<file path="config.mk">
export PLATFORM = sky130hd
export DESIGN_NAME = ring_buffer_monitor_flat
export DESIGN_NICKNAME = d
export VERILOG_FILES = /design/src/rtl/ring_buffer_monitor_if.sv /design/src/rtl/ring_buffer_monitor.sv /design/src/flat_wrapper.sv
export SDC_FILE = /design/constraint.sdc
export NUM_CORES = 1
export LEC_CHECK = 0
export CAP_MARGIN = 20
export CORE_MARGIN = 5
export CORE_UTILIZATION = 60
export CTS_CLUSTER_SIZE = 8
export DETAILED_ROUTE_END_ITERATION = 8
export PLACE_DENSITY_LB_ADDON = 0.15
export SKIP_CTS_REPAIR_TIMING = 1
export SLEW_MARGIN = 0
export SYNTH_ARGS = -nofsm -noshare
export SYNTH_HDL_FRONTEND = slang
export SYNTH_SLANG_ARGS = --single-unit
</file>
<file path="constraint.sdc">
create_clock -name clk -period 4.15 [get_ports clk]
set_input_delay 1.245 -clock clk [delete_from_list [all_inputs] [get_ports clk]]
set_output_delay 1.245 -clock clk [all_outputs]
set_load 0.02 [all_outputs]
</file>
<file path="src/rtl/ring_buffer_monitor_if.sv">
// ring_buffer_monitor_if
// Groups the signals a ring-buffer monitor observes and reports.
//   master : side that owns the buffer (drives capture/read nets, reads results)
//   slave  : the monitor (observes capture/read nets, drives results)
// Signals:
//   listen, strobe, din   - buffer capture enable, DQS-derived strobe, capture data
//   readPtr, dout         - buffer read address and read data
//   mismatch, error       - one-cycle compare-fail pulse, sticky error flag
//   error_count           - saturating mismatch count
//   write_count           - wrapping capture-event count
//   wptr                  - shadow write pointer (next slot to be written)
//   expected, bad_ptr     - golden value and read address at the last mismatch
interface ring_buffer_monitor_if #(
    parameter int unsigned DW    = 16,
    parameter int unsigned DEPTH = 8
);
    localparam int unsigned PW = $clog2(DEPTH);

    logic          listen;
    logic          strobe;
    logic [DW-1:0] din;
    logic [PW-1:0] readPtr;
    logic [DW-1:0] dout;

    logic          mismatch;
    logic          error;
    logic [15:0]   error_count;
    logic [15:0]   write_count;
    logic [PW-1:0] wptr;
    logic [DW-1:0] expected;
    logic [PW-1:0] bad_ptr;

    modport master (
        output listen, strobe, din, readPtr, dout,
        input  mismatch, error, error_count, write_count, wptr, expected, bad_ptr
    );

    modport slave (
        input  listen, strobe, din, readPtr, dout,
        output mismatch, error, error_count, write_count, wptr, expected, bad_ptr
    );
endinterface

</file>
<file path="src/rtl/ring_buffer_monitor.sv">
// ring_buffer_monitor
// Passive checker shadowing an 8-entry read-capture ring buffer. Keeps a golden copy of
// every captured entry and flags read-port data that disagrees with it.
// Ports:
//   clk   - controller clock, all state updates on its rising edge
//   reset - asynchronous active-high reset
//   mon   - ring_buffer_monitor_if.slave (capture/read nets in, results out)
module ring_buffer_monitor #(
    parameter int unsigned DW    = 16,
    parameter int unsigned DEPTH = 8
) (
    input logic                 clk,
    input logic                 reset,
    ring_buffer_monitor_if.slave mon
);
    localparam int unsigned PW = $clog2(DEPTH);

    logic                 strobe_q;
    logic [PW-1:0]        wptr_q, wptr_d;
    logic [DEPTH-1:0]     valid_q, valid_d;
    logic [DW-1:0]        shadow_q [DEPTH];
    logic [15:0]          write_count_q, write_count_d;
    // Slot written in the previous cycle, used for read blanking.
    logic                 last_vld_q;
    logic [PW-1:0]        last_ptr_q;

    logic                 mismatch_q, mismatch_d;
    logic                 error_q, error_d;
    logic [15:0]          error_count_q, error_count_d;
    logic [DW-1:0]        expected_q, expected_d;
    logic [PW-1:0]        bad_ptr_q, bad_ptr_d;

    logic                 cap;
    logic                 blank;
    logic                 cmp_en;
    logic                 miss;
    logic [DW-1:0]        rd_gold;

    always_comb begin
        // Either strobe edge is a capture event.
        cap     = mon.listen & (mon.strobe ^ strobe_q);
        rd_gold = shadow_q[mon.readPtr];

        // The real buffer writes asynchronously in the strobe domain, so the slot being
        // written now and the one written last cycle may not be settled on the read port.
        blank  = (cap && (mon.readPtr == wptr_q)) ||
                 (last_vld_q && (mon.readPtr == last_ptr_q));
        cmp_en = valid_q[mon.readPtr] && !blank;
        // Case inequality so X/Z on dout is reported as a mismatch in simulation.
        miss   = cmp_en && (mon.dout !== rd_gold);

        wptr_d        = wptr_q;
        valid_d       = valid_q;
        write_count_d = write_count_q;
        if (cap) begin
            wptr_d          = wptr_q + PW'(1);
            valid_d[wptr_q] = 1'b1;
            write_count_d   = write_count_q + 16'd1;
        end

        mismatch_d    = miss;
        error_d       = error_q;
        error_count_d = error_count_q;
        expected_d    = expected_q;
        bad_ptr_d     = bad_ptr_q;
        if (miss) begin
            error_d    = 1'b1;
            expected_d = rd_gold;
            bad_ptr_d  = mon.readPtr;
            if (error_count_q != 16'hFFFF) begin
                error_count_d = error_count_q + 16'd1;
            end
        end
    end

    always_ff @(posedge clk or posedge reset) begin
        if (reset) begin
            strobe_q      <= 1'b0;
            wptr_q        <= '0;
            valid_q       <= '0;
            write_count_q <= '0;
            last_vld_q    <= 1'b0;
            last_ptr_q    <= '0;
            mismatch_q    <= 1'b0;
            error_q       <= 1'b0;
            error_count_q <= '0;
            expected_q    <= '0;
            bad_ptr_q     <= '0;
        end else begin
            strobe_q      <= mon.strobe;
            wptr_q        <= wptr_d;
            valid_q       <= valid_d;
            write_count_q <= write_count_d;
            last_vld_q    <= cap;
            last_ptr_q    <= wptr_q;
            mismatch_q    <= mismatch_d;
            error_q       <= error_d;
            error_count_q <= error_count_d;
            expected_q    <= expected_d;
            bad_ptr_q     <= bad_ptr_d;
        end
    end

    // Shadow data is qualified by valid_q, so it needs no reset.
    always_ff @(posedge clk) begin
        if (cap) begin
            shadow_q[wptr_q] <= mon.din;
        end
    end

    assign mon.mismatch    = mismatch_q;
    assign mon.error       = error_q;
    assign mon.error_count = error_count_q;
    assign mon.write_count = write_count_q;
    assign mon.wptr        = wptr_q;
    assign mon.expected    = expected_q;
    assign mon.bad_ptr     = bad_ptr_q;
endmodule

</file>
<file path="src/flat_wrapper.sv">
// flat-port wrapper written by rule: the top's interface ports become plain ports
module ring_buffer_monitor_flat 
#(
    parameter int unsigned DW    = 16,
    parameter int unsigned DEPTH = 8
)
  (clk, reset, mon_listen, mon_strobe, mon_din, mon_readPtr, mon_dout, mon_mismatch, mon_error, mon_error_count, mon_write_count, mon_wptr, mon_expected, mon_bad_ptr);
  ring_buffer_monitor_if #(.DW(DW), .DEPTH(DEPTH)) mon_i ();
  input logic clk;
  input logic reset;
  input wire logic [$bits(mon_i.listen)-1:0] mon_listen;
  input wire logic [$bits(mon_i.strobe)-1:0] mon_strobe;
  input wire logic [$bits(mon_i.din)-1:0] mon_din;
  input wire logic [$bits(mon_i.readPtr)-1:0] mon_readPtr;
  input wire logic [$bits(mon_i.dout)-1:0] mon_dout;
  output wire logic [$bits(mon_i.mismatch)-1:0] mon_mismatch;
  output wire logic [$bits(mon_i.error)-1:0] mon_error;
  output wire logic [$bits(mon_i.error_count)-1:0] mon_error_count;
  output wire logic [$bits(mon_i.write_count)-1:0] mon_write_count;
  output wire logic [$bits(mon_i.wptr)-1:0] mon_wptr;
  output wire logic [$bits(mon_i.expected)-1:0] mon_expected;
  output wire logic [$bits(mon_i.bad_ptr)-1:0] mon_bad_ptr;
  assign mon_i.listen = mon_listen;
  assign mon_i.strobe = mon_strobe;
  assign mon_i.din = mon_din;
  assign mon_i.readPtr = mon_readPtr;
  assign mon_i.dout = mon_dout;
  assign mon_mismatch = mon_i.mismatch;
  assign mon_error = mon_i.error;
  assign mon_error_count = mon_i.error_count;
  assign mon_write_count = mon_i.write_count;
  assign mon_wptr = mon_i.wptr;
  assign mon_expected = mon_i.expected;
  assign mon_bad_ptr = mon_i.bad_ptr;
  ring_buffer_monitor #(.DW(DW), .DEPTH(DEPTH)) u_core (.clk(clk), .reset(reset), .mon(mon_i));
endmodule
</file>
==> impl_metrics.ini <==
[outcome]
status = finished, final reports clean

[logic_synthesis]
synthSimpleGateAreaFrac_pct = 7.696
postSynthCellCount = 497
synth_top_area_share_pct = 47.86
netlist_area_um2 = 8031
synthTopCellsByCount = edfxtp_1 (128), dfrtp_1 (69), xnor2_1 (32)
yosys.area_share.xor_xnor_pct = 5.016
synth_ff_type = edfxtp_1
synth_area_per_cell_um2 = 16.16
synth-adder-area-share_pct = 0.4674
synth_mux_area_share_pct = 12.79
synth_area_leaders = edfxtp_1 (48%), dfrtp_1 (21%), mux4_2 (5.0%)
synth_top_family_by_area = multiplexers
ys_warn_count = 0
synth_compound_area_share_pct = 2.835
yosys.area.top_type = edfxtp_1
syn_nets = 539
synth_edf_count = 128
synth.distinct_cells = 39
async_flop_share_pct = 35.03
ys_ff_latch = 197
synth.most_common_cell = edfxtp_1
yosysSeqAreaShare_pct = 69.36

[floorplan]
rows = 42
die_w_um = 125.7
core-area_um2 = 13190
initial_core_util_pct = 60.89
num_io_pins = 95
die_area_um2 = 15800
die_height_um = 125.7

[critical_path]
cp-end-kind = flop
r2r_start = u_core.shadow_q[7][8]
crit_required_ns = 4.46
reg2reg_slack_ns = 1.40
path_class = input pin to flop
crit_arrival_ns = 4.23
path_cells = clkdlybuf4s50_1 > nor2_1 > o2bb2ai_1 > or3_1 > nand4_1 > or4_1 > o31a_2 > buf_4 > mux2_4
worstSetupStartpointType = input pin
reg2reg_depth = 8
max_stage_delay_ns = 0.56
cp_slowest_cell = nor2_1
reg2reg_to = u_core.mon.bad_ptr[0]
crit_fanout = 8

[run]
cap_violations = 0

[route]
detail_route.vias_per_cell = 5.754
routed_wl_mm = 16.76
num_vias = 4678
wire_per_inst_um = 20.62
drtAntennaViolNets = 0
drc = 0
firstDrtPassIters = 5
drt_iter0_markers = 262

[sta]
finalSetupViolCount = 0
slew_headroom_pct = 54.40
setup_tns_ns = 0
fmax_ghz = 0.2555
worst_pin_slew_ns = 0.6802
fin_crit_sh_pct = 94.30
skew_ns = 0.01129
rsz0062_at_grt = false
drv_slew = 0
hold_viol = 0
fin_crit_ns = 3.914

[layout]
fin_nets = 666
regArea_um2 = 5570
finalCoreUtilization_pct = 75.65
antenna_cells = 0
num-fill-cells = 800
drive_above_1_share_pct = 19.62
multi_input_area_um2 = 2341
synthToLayoutAreaGrowth_pct = 24.24

[grt]
grt_max_degree = 70
grt_remaining_overflow = 0
grt_pass1_vias = 4833
grt_pass1_wl_mm = 26.69
grt_antenna_before_repair = 0
grt_usage_pct = 22.20

[clock_network]
clk_latency_ns = 0.43
htree_levels = 4
cts_tree = built
clockRootBuffer = clkbuf_16
numCtsBuffers = 17
clkTransAtPathRegs_ns = 0.06
clock_sinks = 197
cts_buffer_depth = 2

[power]
power_density_nw_per_um2 = 573.0
power_mw = 5.717
p_leak_nw = 3.719
ir_drop_v = 0.0003156

[placed_design]
dp_hpwl_mm = 11.36
gp_congestion = 0.8478
portBuffers = 94

[worst_hold_path]
min_to = u_core.valid_q[2]
hold_depth = 1
hold_start = u_core.valid_q[2]
hold_class = flop to flop
## report_power, final
group / internal, mW / total (mW) / switching (mW)
clock network: 0.867 / 1.58 / 0.716
logic: 0.744 / 1.47 / 0.728
registers: 2.42 / 2.66 / 0.243
total: 4.03 / 5.72 / 1.69
## per-layer routing
| metal | vias up | wire, um | track usage, % |
|---|---|---|---|
| li1 | 2129 | - | - |
| met1 | 2372 | 6992 | 29.64 |
| met2 | 152 | 8548 | 36.50 |
| met3 | 25 | 863 | 4.276 |
| met4 | 0 | 360 | 8.737 |
| met5 | - | 0 | 0 |
## cell families (layout without fill, tap and decap cells)
kind of cell	Yosys count	in the layout
AO/OA/AOI/OAI	35	35
AND/OR/NAND/NOR	122	122
multiplexers	72	72
flip-flops	197	197
XOR/XNOR	46	46
adder cells (fa/ha/maj)	3	3
buffers and inverters	22	162
## critical path, delay by kind of cell
kind	cells	cell delay [ns]
AO/OA/AOI/OAI	2	0.66
buffers and inverters	2	0.66
multiplexers	1	0.29
AND/OR/NAND/NOR	4	1.35
## placed cells by master, fill, tap and decap left out, types with 2 or more instances in the layout
master / count
clkinv_1: 2
mux2_1: 3
clkinvlp_4: 2
mux2i_1: 25
edfxtp_1: 128
o22ai_1: 6
buf_4: 27
or2_2: 9
nand2b_1: 4
nor3_2: 4
xnor2_1: 32
and3_1: 11
mux2_2: 14
dfrtp_1: 69
xor2_1: 14
inv_6: 4
or3_1: 8
clkbuf_8: 2
mux2_4: 12
a22o_1: 6
mux4_2: 18
a21oi_1: 9
nand2_1: 20
nand3_1: 23
clkbuf_16: 17
o2bb2ai_1: 4
clkinv_4: 4
ha_1: 3
buf_12: 6
clkdlybuf4s50_1: 93
nor2_1: 26
nand4_1: 11
o21ai_0: 8
## worst max-delay path by stage
| stage | from | to | slack [ns] | cells after the start |
|---|---|---|---|---|
| 2_1_floorplan | mon_readPtr[0] | u_core.mon.bad_ptr[0] | 0.47 | 11 |
| 3_3_place_gp | mon_readPtr[1] | u_core.mon.bad_ptr[0] | -0.09 | 9 |
| 3_5_place_dp | mon_readPtr[1] | u_core.mon.bad_ptr[0] | -0.23 | 9 |
| 4_1_cts | mon_readPtr[1] | u_core.mon.bad_ptr[0] | 0.23 | 9 |
| 5_1_grt | mon_readPtr[1] | u_core.mon.bad_ptr[0] | 0.11 | 9 |
| 6_report | mon_readPtr[1] | u_core.mon.bad_ptr[0] | 0.24 | 9 |
## per-stage QoR
step	cell area [um^2]	hold WS [ns]	worst slack [ns]	std cells
4_1_cts	9978	0.4670	0.2346	813
3_3_place_gp	9402	0.4453	-0.08733	781
3_5_place_dp	9402	0.4513	-0.2304	781
5_1_grt	9978	0.4787	0.1126	813
6_report	9978	0.4662	0.2365	813
2_1_floorplan	8031	0.4337	0.4664	497
## state kept, by name (all words and copies together), names as in the netlist
| signal | flops |
|---|---|
| u_core.strobe_q | 1 |
| u_core.last_ptr_q | 3 |
| u_core.valid_q | 8 |
| u_core.mon.error_count | 16 |
| u_core.mon.bad_ptr | 3 |
| u_core.shadow_q | 128 |
| u_core.mon.write_count | 16 |
| u_core.last_vld_q | 1 |
| u_core.mon.error | 1 |
| u_core.mon.expected | 16 |
| u_core.mon.wptr | 3 |
| u_core.mon.mismatch | 1 |
## final cells by class
type / count / share of cell area, %
inverters: 3 / 0.1129
well taps: 176 / 2.207
repair buffers: 127 / 12.61
clock buffers: 19 / 4.539
flip-flops and latches: 197 / 55.82
multi-input cells: 278 / 23.46
clock inverters: 13 / 1.241
Note: power is estimated with default switching activity, not from simulation.
